**src/rtl/fifo_drain_reader_pkg.sv**
```systemverilog
// Shared definitions for the FIFO drain reader: default data width and the
// occupancy encoding of its two-entry output buffer.
package fifo_drain_reader_pkg;

    localparam int DEFAULT_WIDTH = 32;

    // The encoding doubles as the occupancy count presented to the consumer.
    typedef enum logic [1:0] {
        ST_EMPTY = 2'd0,
        ST_ONE   = 2'd1,
        ST_FULL2 = 2'd2
    } drainState_e;

    function automatic drainState_e advanceState(input drainState_e cur);
        case (cur)
            ST_EMPTY: return ST_ONE;
            ST_ONE:   return ST_FULL2;
            default:  return cur;
        endcase
    endfunction

    function automatic drainState_e retreatState(input drainState_e cur);
        case (cur)
            ST_FULL2: return ST_ONE;
            ST_ONE:   return ST_EMPTY;
            default:  return cur;
        endcase
    endfunction

endpackage

```
**src/rtl/fifo_drain_reader_if.sv**
```systemverilog
// Handshake bundle between the upstream FIFO, the drain reader and its consumer.
interface fifo_drain_reader_if
    import fifo_drain_reader_pkg::*;
#(
    parameter int WIDTH = DEFAULT_WIDTH
) ();

    logic             fifo_empty;
    logic [WIDTH-1:0] fifo_dout;
    logic             fifo_r_en;
    logic             flush;
    logic             out_valid;
    logic [WIDTH-1:0] out_data;
    logic             out_ready;
    logic [1:0]       count;

    modport master (
        input  fifo_empty, fifo_dout, flush, out_ready,
        output fifo_r_en, out_valid, out_data, count
    );

    modport slave (
        output fifo_empty, fifo_dout, flush, out_ready,
        input  fifo_r_en, out_valid, out_data, count
    );

endinterface

```
**src/rtl/fifo_drain_reader_dispatch_skid.sv**
```systemverilog
// Two-slot data store with head/tail select; occupancy is tracked by the parent,
// so this block only steers writes and exposes the oldest slot.
module dispatch_skid
    import fifo_drain_reader_pkg::*;
#(
    parameter int WIDTH = DEFAULT_WIDTH
) (
    input  logic             clk,
    input  logic             reset,
    input  logic             i_push,
    input  logic             i_pop,
    input  logic             i_flush,
    input  logic [WIDTH-1:0] i_din,
    output logic [WIDTH-1:0] o_head
);

    logic [WIDTH-1:0] r_slot0;
    logic [WIDTH-1:0] r_slot1;
    logic             r_head;
    logic             r_tail;

    // When full, push and pop target the same slot; the old value is read out
    // before the write lands, so the overwrite is safe.
    always_ff @(posedge clk or posedge reset) begin
        if (reset) begin
            r_slot0 <= '0;
            r_slot1 <= '0;
            r_head  <= 1'b0;
            r_tail  <= 1'b0;
        end else if (i_flush) begin
            r_head  <= 1'b0;
            r_tail  <= 1'b0;
        end else begin
            if (i_push) begin
                if (r_tail) begin
                    r_slot1 <= i_din;
                end else begin
                    r_slot0 <= i_din;
                end
                r_tail <= ~r_tail;
            end
            if (i_pop) begin
                r_head <= ~r_head;
            end
        end
    end

    assign o_head = r_head ? r_slot1 : r_slot0;

endmodule

```
**src/rtl/fifo_drain_reader.sv**
```systemverilog
// Drains an asynchronous-read FIFO into a registered two-entry buffer that
// presents a valid/ready stream; flush discards everything buffered.
module fifo_drain_reader
    import fifo_drain_reader_pkg::*;
#(
    parameter int WIDTH = DEFAULT_WIDTH
) (
    input  logic                clk,
    input  logic                reset,
    fifo_drain_reader_if.master bus
);

    drainState_e      r_state;
    drainState_e      w_nextState;
    logic             w_push;
    logic             w_pop;
    logic [WIDTH-1:0] w_head;

    assign w_pop = bus.out_valid & bus.out_ready;

    always_ff @(posedge clk or posedge reset) begin
        if (reset) begin
            r_state <= ST_EMPTY;
        end else begin
            r_state <= w_nextState;
        end
    end

    // A full buffer may still pull from the FIFO when the consumer frees a slot
    // in the same cycle.
    always_comb begin
        w_push      = 1'b0;
        w_nextState = r_state;
        w_push = !bus.fifo_empty && !bus.flush && !reset
                 && ((r_state != ST_FULL2) || w_pop);
        if (bus.flush) begin
            w_nextState = ST_EMPTY;
        end else begin
            case ({w_push, w_pop})
                2'b10:   w_nextState = advanceState(r_state);
                2'b01:   w_nextState = retreatState(r_state);
                default: w_nextState = r_state;
            endcase
        end
    end

    dispatch_skid #(
        .WIDTH (WIDTH)
    ) u_skid (
        .clk     (clk),
        .reset   (reset),
        .i_push  (w_push),
        .i_pop   (w_pop),
        .i_flush (bus.flush),
        .i_din   (bus.fifo_dout),
        .o_head  (w_head)
    );

    assign bus.fifo_r_en = w_push;
    assign bus.out_valid = (r_state != ST_EMPTY);
    assign bus.out_data  = w_head;
    assign bus.count     = r_state;

endmodule

```
**src/flat_wrapper.sv**
```systemverilog
// flat-port wrapper written by rule: the top's interface ports become plain ports
module fifo_drain_reader_flat import fifo_drain_reader_pkg::*;
#(
    parameter int WIDTH = DEFAULT_WIDTH
)
  (clk, reset, bus_fifo_empty, bus_fifo_dout, bus_flush, bus_out_ready, bus_fifo_r_en, bus_out_valid, bus_out_data, bus_count);
  fifo_drain_reader_if #(.WIDTH(WIDTH)) bus_i ();
  input  logic clk;
  input  logic reset;
  input wire logic [$bits(bus_i.fifo_empty)-1:0] bus_fifo_empty;
  input wire logic [$bits(bus_i.fifo_dout)-1:0] bus_fifo_dout;
  input wire logic [$bits(bus_i.flush)-1:0] bus_flush;
  input wire logic [$bits(bus_i.out_ready)-1:0] bus_out_ready;
  output wire logic [$bits(bus_i.fifo_r_en)-1:0] bus_fifo_r_en;
  output wire logic [$bits(bus_i.out_valid)-1:0] bus_out_valid;
  output wire logic [$bits(bus_i.out_data)-1:0] bus_out_data;
  output wire logic [$bits(bus_i.count)-1:0] bus_count;
  assign bus_i.fifo_empty = bus_fifo_empty;
  assign bus_i.fifo_dout = bus_fifo_dout;
  assign bus_i.flush = bus_flush;
  assign bus_i.out_ready = bus_out_ready;
  assign bus_fifo_r_en = bus_i.fifo_r_en;
  assign bus_out_valid = bus_i.out_valid;
  assign bus_out_data = bus_i.out_data;
  assign bus_count = bus_i.count;
  fifo_drain_reader #(.WIDTH(WIDTH)) u_core (.clk(clk), .reset(reset), .bus(bus_i));
endmodule
```
**config.mk**
```make
export PLATFORM = sky130hd
export DESIGN_NAME = fifo_drain_reader_flat
export DESIGN_NICKNAME = d
export VERILOG_FILES = /design/src/rtl/fifo_drain_reader_pkg.sv /design/src/rtl/fifo_drain_reader_if.sv /design/src/rtl/fifo_drain_reader_dispatch_skid.sv /design/src/rtl/fifo_drain_reader.sv /design/src/flat_wrapper.sv
export SDC_FILE = /design/constraint.sdc
export NUM_CORES = 1
export LEC_CHECK = 0
export ABC_AREA = 1
export CAP_MARGIN = 40
export CORE_ASPECT_RATIO = 1.75
export CORE_MARGIN = 1.5
export CORE_UTILIZATION = 56
export CTS_BUF_LIST = sky130_fd_sc_hd__clkbuf_8
export DETAILED_ROUTE_END_ITERATION = 16
export PLACE_DENSITY = 0.87
export SETUP_SLACK_MARGIN = 0.2
export SYNTH_ARGS = -nofsm -noshare
export SYNTH_HDL_FRONTEND = slang
export SYNTH_HIERARCHICAL = 1
export SYNTH_SLANG_ARGS = --single-unit
```
**constraint.sdc**
```tcl
create_clock -name clk -period 4.7 [get_ports clk]
set_clock_uncertainty 0.2 [all_clocks]
set_input_delay 0.94 -clock clk [delete_from_list [all_inputs] [get_ports clk]]
set_output_delay 0.94 -clock clk [all_outputs]
set_load 0.02 [all_outputs]
```
==> results of run 1 <==
==> per-stage QoR <==
| stage | hold WS [ps] | power, mW |
|---|---|---|
| after floorplan | 241.7 | 1.222 |
| after global placement | 253.2 | 1.519 |
| after detailed placement | 258.3 | 1.567 |
| after CTS | 274.6 | 1.970 |
| after global routing | 284.1 | 2.074 |
| final | 272.1 | 1.956 |
==> synthesized netlist by cell type <==
cell	count
clkbuf_1	5
buf_2	23
nand2_1	172
nor2_2	1
inv_2	2
nor2_1	5
o211ai_1	1
nand4_1	34
nand2_2	4
nor2_4	2
o21ai_0	33
inv_1	41
a21oi_1	2
dfrtp_1	68
buf_4	2
nand3_2	1
nand3_1	34
==> final timing paths <==
kind | to | slack (ps) | depth (start not counted)
min in group asynchronous | u_core/bus.count[0] | 620 | 2
worst min-delay path | u_core/u_skid/r_slot0[29] | 270 | 2
worst min register to register | u_core/u_skid/r_slot0[29] | 270 | 2
max in group asynchronous | u_core/u_skid/r_slot0[14] | 2820 | 3
worst max register to register | u_core/u_skid/r_slot1[0] | 1850 | 8
worst max-delay path | bus_fifo_r_en | 980 | 5
==> state kept, by name (all words and copies together), names as in the netlist <==
signal and flops:
u_core/u_skid/r_tail 1, u_core/bus.count 2, u_core/u_skid/r_slot1 32, u_core/u_skid/r_slot0 32, u_core/u_skid/r_head 1
==> power by group through the flow <==
stage	clock network (mW)	logic (mW)	registers [mW]
2_1_floorplan	0	0.429	0.793
3_3_place_gp	0	0.681	0.837
3_5_place_dp	0	0.745	0.822
4_1_cts	0.408	0.749	0.813
5_1_grt	0.433	0.812	0.828
6_report	0.398	0.743	0.814
==> routing by layer <==
metal | up-vias | part of all wire | track usage
li1 | 1487 | - | -
met1 | 1481 | 0.37 | 0.3162
met2 | 112 | 0.55 | 0.4650
met3 | 22 | 0.053 | 0.06931
met4 | 0 | 0.030 | 0.1398
met5 | - | 0 | 0
==> cell type report <==
cell class                 instances  area (sq um)  area share
multi-input combinational        289          1305      0.3099
timing repair buffer              77         790.8      0.1878
inverter                          43         161.4     0.03832
clock buffer                      10         137.6     0.03268
clock inverter                     4         18.77    0.004456
tap                               76         95.09     0.02258
sequential                        68          1703      0.4043
==> logic make-up (layout without fill, tap and decap cells) <==
kind of cell / Yosys count / in the layout
AOI/OAI and AO/OA: 36 / 36
and+or+nand+nor: 253 / 253
buffers and inverters: 73 / 134
DFF: 68 / 68
==> placed cells by master (no fill, tap or decap) <==
cell type / n
dfrtp_1: 67
o21ai_0: 33
nor2_4: 2
buf_16: 1
buf_12: 1
clkdlybuf4s50_1: 72
nor2_2: 1
a21oi_1: 1
nand4_1: 34
nor2_1: 5
dfrtp_2: 1
buf_4: 3
nand2_1: 172
clkinv_2: 3
nand3_1: 34
inv_1: 41
clkbuf_8: 10
nand2_2: 4
inv_2: 3
nand3_2: 1
a21oi_4: 1
o211ai_1: 1
==> worst min-delay path: cells and delay by family, from the launching register on <==
family	cells	cell delay (ps)
DFF	1	340
and+or+nand+nor	2	90
==> impl_results.md, run 1 <==
* Status: finished, final reports clean
* Area of the core at ~5600 sq um
* Via count at roughly 3100
* Slowest CP cell: clkdlybuf4s50_1
* # resized after CTS at 0
* Clock sinks at 68
* Max incr delay on CP at 620 ps
* Dominant cell type by area after synthesis: dfrtp_1
* Switching part of the total at 0.3687
* DP Area at slightly above 4000 sq um
* Antenna cells at 0
* Comb power frac at 0.380
* Final ANT Viol Nets at 0
* Area growth, synth to finish at 27.40%
* Tcrit/Tclk final at 0.7922
* Maximum clock rate at between 200 and 300 MHz
* Synthesized area per cell at 7.688 sq um
* DRC viols at 0
* Max Root-Sink Buffers at 2
* First-pass GRT wire length at 13.65 mm
* Top post-synthesis cells by area: dfrtp_1 (51%), nand2_1 (20%), nand4_1 (6.4%)
* Hold_buf cts at 0
* Crit path cell chain: clkdlybuf4s50_1 -> nor2_1 -> nand2_1 -> a21oi_4 -> clkdlybuf4s50_1
* Fin util at 0.7480
* Warnings, synthesis at 6
* H-tree Lvls at 3
* GPL Wtd Cong at 0.7797
* CTS tree: built
* Later-pin clock latency in the skew report at 340 ps
* Final worst setup slack at 976.8 ps
* Worst setup EP type: output pin
* Worst min path class: reg -> reg
* Multiplexer share of the synthesized area at 0
* Worst setup path category: in -> out
* Buffers on Ports at 72
* Top cell type's share of synthesized area at 0.5148
* Pint at 1.235 mW
* Final instance area at 4212 sq um
* Critical Path Most Common Cell: clkdlybuf4s50_1
* Synth cell types at 17
* Minimum clock period after layout at 3723 ps
* P_sw at 0.7211 mW
* Synth Area in XOR/XNOR at 0
* Fin cells at ~570
* Gr ovfl total at 0
* Max_cap viols at 0
* Row Count at 36
* Die Y at 104.6 microns
* Critical Path AT at 2580 ps
* Total wire length at 8.213 mm
* Root buf cell: clkbuf_8
* Slew margin rel. at 0.4538
* Overall Global Routing Usage at 0.2793
* Count of boundary I/O pins at 73
* Hold path startpoint: u_core/u_skid/r_slot0[29]
* Flop pwr share at 0.416
* Largest fanout on the critical path at 6
* Layout Nets at 525
* Compound-Gate Fraction of Synth Area at 0.05526
* Post-CTS Setup Repair Bufs at 0
* CP bufs+invs at 2
* DRT iter0 DRCs at 228
* Fin Setup TNS at 0 ps
* Share of layout cells above drive strength 1 at 0.06314
* Largest net degree at the start of global routing at 68
* Seq cells post-synth at 68
* Die width at 61.08 microns
* DP HPWL at 5.357 mm
* Final setup viols at 0
* Place WS at just over 800 ps
* Placed cells at ~550
* Peak supply drop at between 0.3 and 0.4 mV
* Slew Limit Fails at 0
* Net count after synthesis at 467
* Critical path data required time at 3560 ps
* Vias in the first global route at 3102
* Clock power frac at 0.204
* RSZ-0062 raised after global routing: false
* Drt via density at between 5 and 6
* Adder-Cell Fraction of Synth Area at 0
* Reg clk slew, reported paths at 60 ps
* Startpoint types: input pin
* Initial DRT Pass Iterations at 5
* Initial core utilization at 0.5871
* Post-Synth Simple-Gate Area at 0.3361
* Post-Synthesis Cells at 430
* Reg2reg start: u_core/bus.count[0]
* Post-synthesis sequential area ratio at 0.5148
* Worst-Margin Slew at approximately 800 ps
* Largest family of logic cells by synthesized area: simple AND/OR/NAND/NOR gates
* Synthesized area at 3306 sq um
* Pleak at 2.120 nW
* Die Area at 6391 sq um
* Fillers at around 420
* Avg WL per Cell at 14.49 microns
* Total CTS buffers at 9
* Final Hold Viols at 0
* Pwr dens at between 400 and 500 nW/um^2
* CP Launch Point: bus_flush
* Largest delay share family, worst path: buffers and inverters
* Initial antenna violation count at 0
(Power assumes the default switching activity.)
==> inputs of run 2 (changes only) <==
Settings changed: CORE_UTILIZATION 56 to 52, PLACE_DENSITY 0.87 to 0.82.
Clock period 4.7 ns to 3.6 ns, I/O delays scaled along.
==> impl_results.md, run 2 (synthesis results as in run 1) <==
* Status: finished, final reports clean
* Buffers on Ports at 72 (unchanged)
* Largest fanout on the critical path at 6 (unchanged)
* Critical path data required time at 2680 ps (-880 ps)
* Gr ovfl total at 0 (unchanged)
* Die Area at 6863 sq um (+7.4%)
* Critical Path AT at 2340 ps (-240 ps)
* Final hold slack at 271.1 ps (-1.030 ps)
* Initial DRT Pass Iterations at 4 (-1)
* Final instance area at 4302 sq um (+2.1%)
* GPL Wtd Cong at 0.7703 (-1.2%)
* RSZ-0062 raised after global routing: false
* Initial antenna violation count at 0 (unchanged)
* Count of boundary I/O pins at 73 (unchanged)
* Area growth, synth to finish at 30.13%
* Worst setup path category: in -> out
* Tcrit/Tclk final at 0.9064
* Total CTS buffers at 9 (unchanged)
* Peak supply drop at 0.4058 mV (+18%)
* DP Area at 4085 sq um (+0.74%)
* Footprint of the multi-input gates at 1305 sq um (unchanged)
* Drt via density at 5.282 (-3.5%)
* CTS tree: built
* Slew Limit Fails at 0 (unchanged)
* Share of layout cells above drive strength 1 at 0.07816 (+0.01502)
* # resized after CTS at 0 (unchanged)
* DR WL met2 at 4.287 mm (-4.9%)
* Root buf cell: clkbuf_8
* Top sig layer: met4
* Worst-Margin Slew at 669.3 ps (-148.0 ps)
* Total wire length at 8.049 mm (-2.0%)
* Initial core utilization at 0.5348 (-0.05229)
* Final Hold Viols at 0 (unchanged)
* Avg WL per Cell at 13.90 microns (-4.0%)
* Fin Setup TNS at 0 ps (unchanged)
* Worst setup EP type: output pin
* Reg clk slew, reported paths at 70 ps (about the same)
* Antenna cells at 0 (unchanged)
* Die Y at 108.5 microns (+3.7%)
* R2R depth at 9 (+1)
* Most frequent cells in the layout: nand2_1 (172), clkdlybuf4s50_1 (72), dfrtp_1 (67)
* Row Count at 38 (+5.6%)
* Final ANT Viol Nets at 0 (unchanged)
* Post-CTS Setup Repair Bufs at 0 (unchanged)
* Via count at 3058 (-1.4%)
* Overall Global Routing Usage at 0.2509 (-0.02841)
* Worst min path class: reg -> reg
* H-tree Lvls at 3 (unchanged)
* Hold_buf cts at 0 (unchanged)
* Later-pin clock latency in the skew report at 340 ps (about the same)
* Slew margin rel. at 0.5538 (+0.09999)
* DRC viols at 0 (unchanged)
* Met3 Routed Length at 431 microns (-0.69%)
* Commonest non-fill, non-tap cell in the layout: nand2_1
* Fillers at 517 (+24%)
* Clock sinks at 68 (unchanged)
* Place WS at 374.4 ps (-439.4 ps)
* First-pass GRT wire length at 13.48 mm (-1.2%)
* DRT met1 WL at 3.143 mm (+3.9%)
* Area of the core at 6181 sq um (+9.8%)
* Pwr dens at 628.7 nW/um^2 (+35%)
* Final worst setup slack at 336.8 ps (-640.0 ps)
* Final setup viols at 0 (unchanged)
* Register area at 1703 sq um (unchanged)
* DRT iter0 DRCs at 218 (-4.4%)
* Largest net degree at the start of global routing at 68 (unchanged)
* Fin util at 0.6960 (-0.05205)
* Maximum clock rate at 306.5 MHz
* Layout Nets at 531 (+1.1%)
* Die width at 63.27 microns (+3.6%)
* Startpoint types: input pin
* Max Root-Sink Buffers at 2 (unchanged)
* Vias in the first global route at 3019 (-2.7%)
* DP HPWL at 5.161 mm (-3.7%)
* Max_cap viols at 0 (unchanged)
* WHS Path Cells at 2 (unchanged)
* Pleak at 2.169 nW (+2.3%)
* Minimum clock period after layout at around 3300 ps
## run 2: cell types whose count changed in the layout (fill, tap and decap cells not counted)
cell       change
buf_16         -1
buf_4          +7
bufinv_16      +2
## run 2: layout make-up
type                    count  share of cell area
clock buffers              10             0.03200
flip-flops and latches     68              0.3959
inverters                  43             0.03752
multi-input cells         289              0.3034
well taps                  80             0.02327
clock inverters             6             0.01832
repair buffers             83              0.1896
## run 2: through the flow
step | cells | total power [mW]
floorplan | 430 | 1.596
global placement | 563 | 2.006
detailed placement | 563 | 2.038
CTS | 579 | 2.716
global route | 579 | 2.857
finish | 579 | 2.705
## run 2: worst max-delay path: stages
cell	delay (ps)
clkdlybuf4s50_1	550
nor2_1	150
nand2_1	150
a21oi_4	150
clkdlybuf4s50_1	610
## run 2: final timing paths
kind | start | endpoint | slack, ps
worst min-delay path | u_core/u_skid/r_slot0[23] | u_core/u_skid/r_slot0[23] | 270
min in group asynchronous | reset | u_core/bus.count[1] | 390
max in group asynchronous | reset | u_core/u_skid/r_head | 1980
worst max register to register | u_core/bus.count[0] | u_core/u_skid/r_slot1[1] | 1240
worst min register to register | u_core/u_skid/r_slot0[23] | u_core/u_skid/r_slot0[23] | 270
worst max-delay path | bus_flush | bus_fifo_r_en | 340
## run 2: report_power, final
part           switching (mW)  internal, mW  leakage (nW)  total [mW]
Combinational           0.536         0.422          1.17       0.958
Sequential              0.134         0.933         0.886        1.07
Clock                   0.277         0.403         0.117       0.680
Total                   0.947          1.76          2.17        2.70
## run 2: routing by layer
metal	global-route usage	up-vias
li1	-	1491
met1	0.2904	1459
met2	0.4438	91
met3	0.05827	17
met4	0.1056	0
met5	0	-
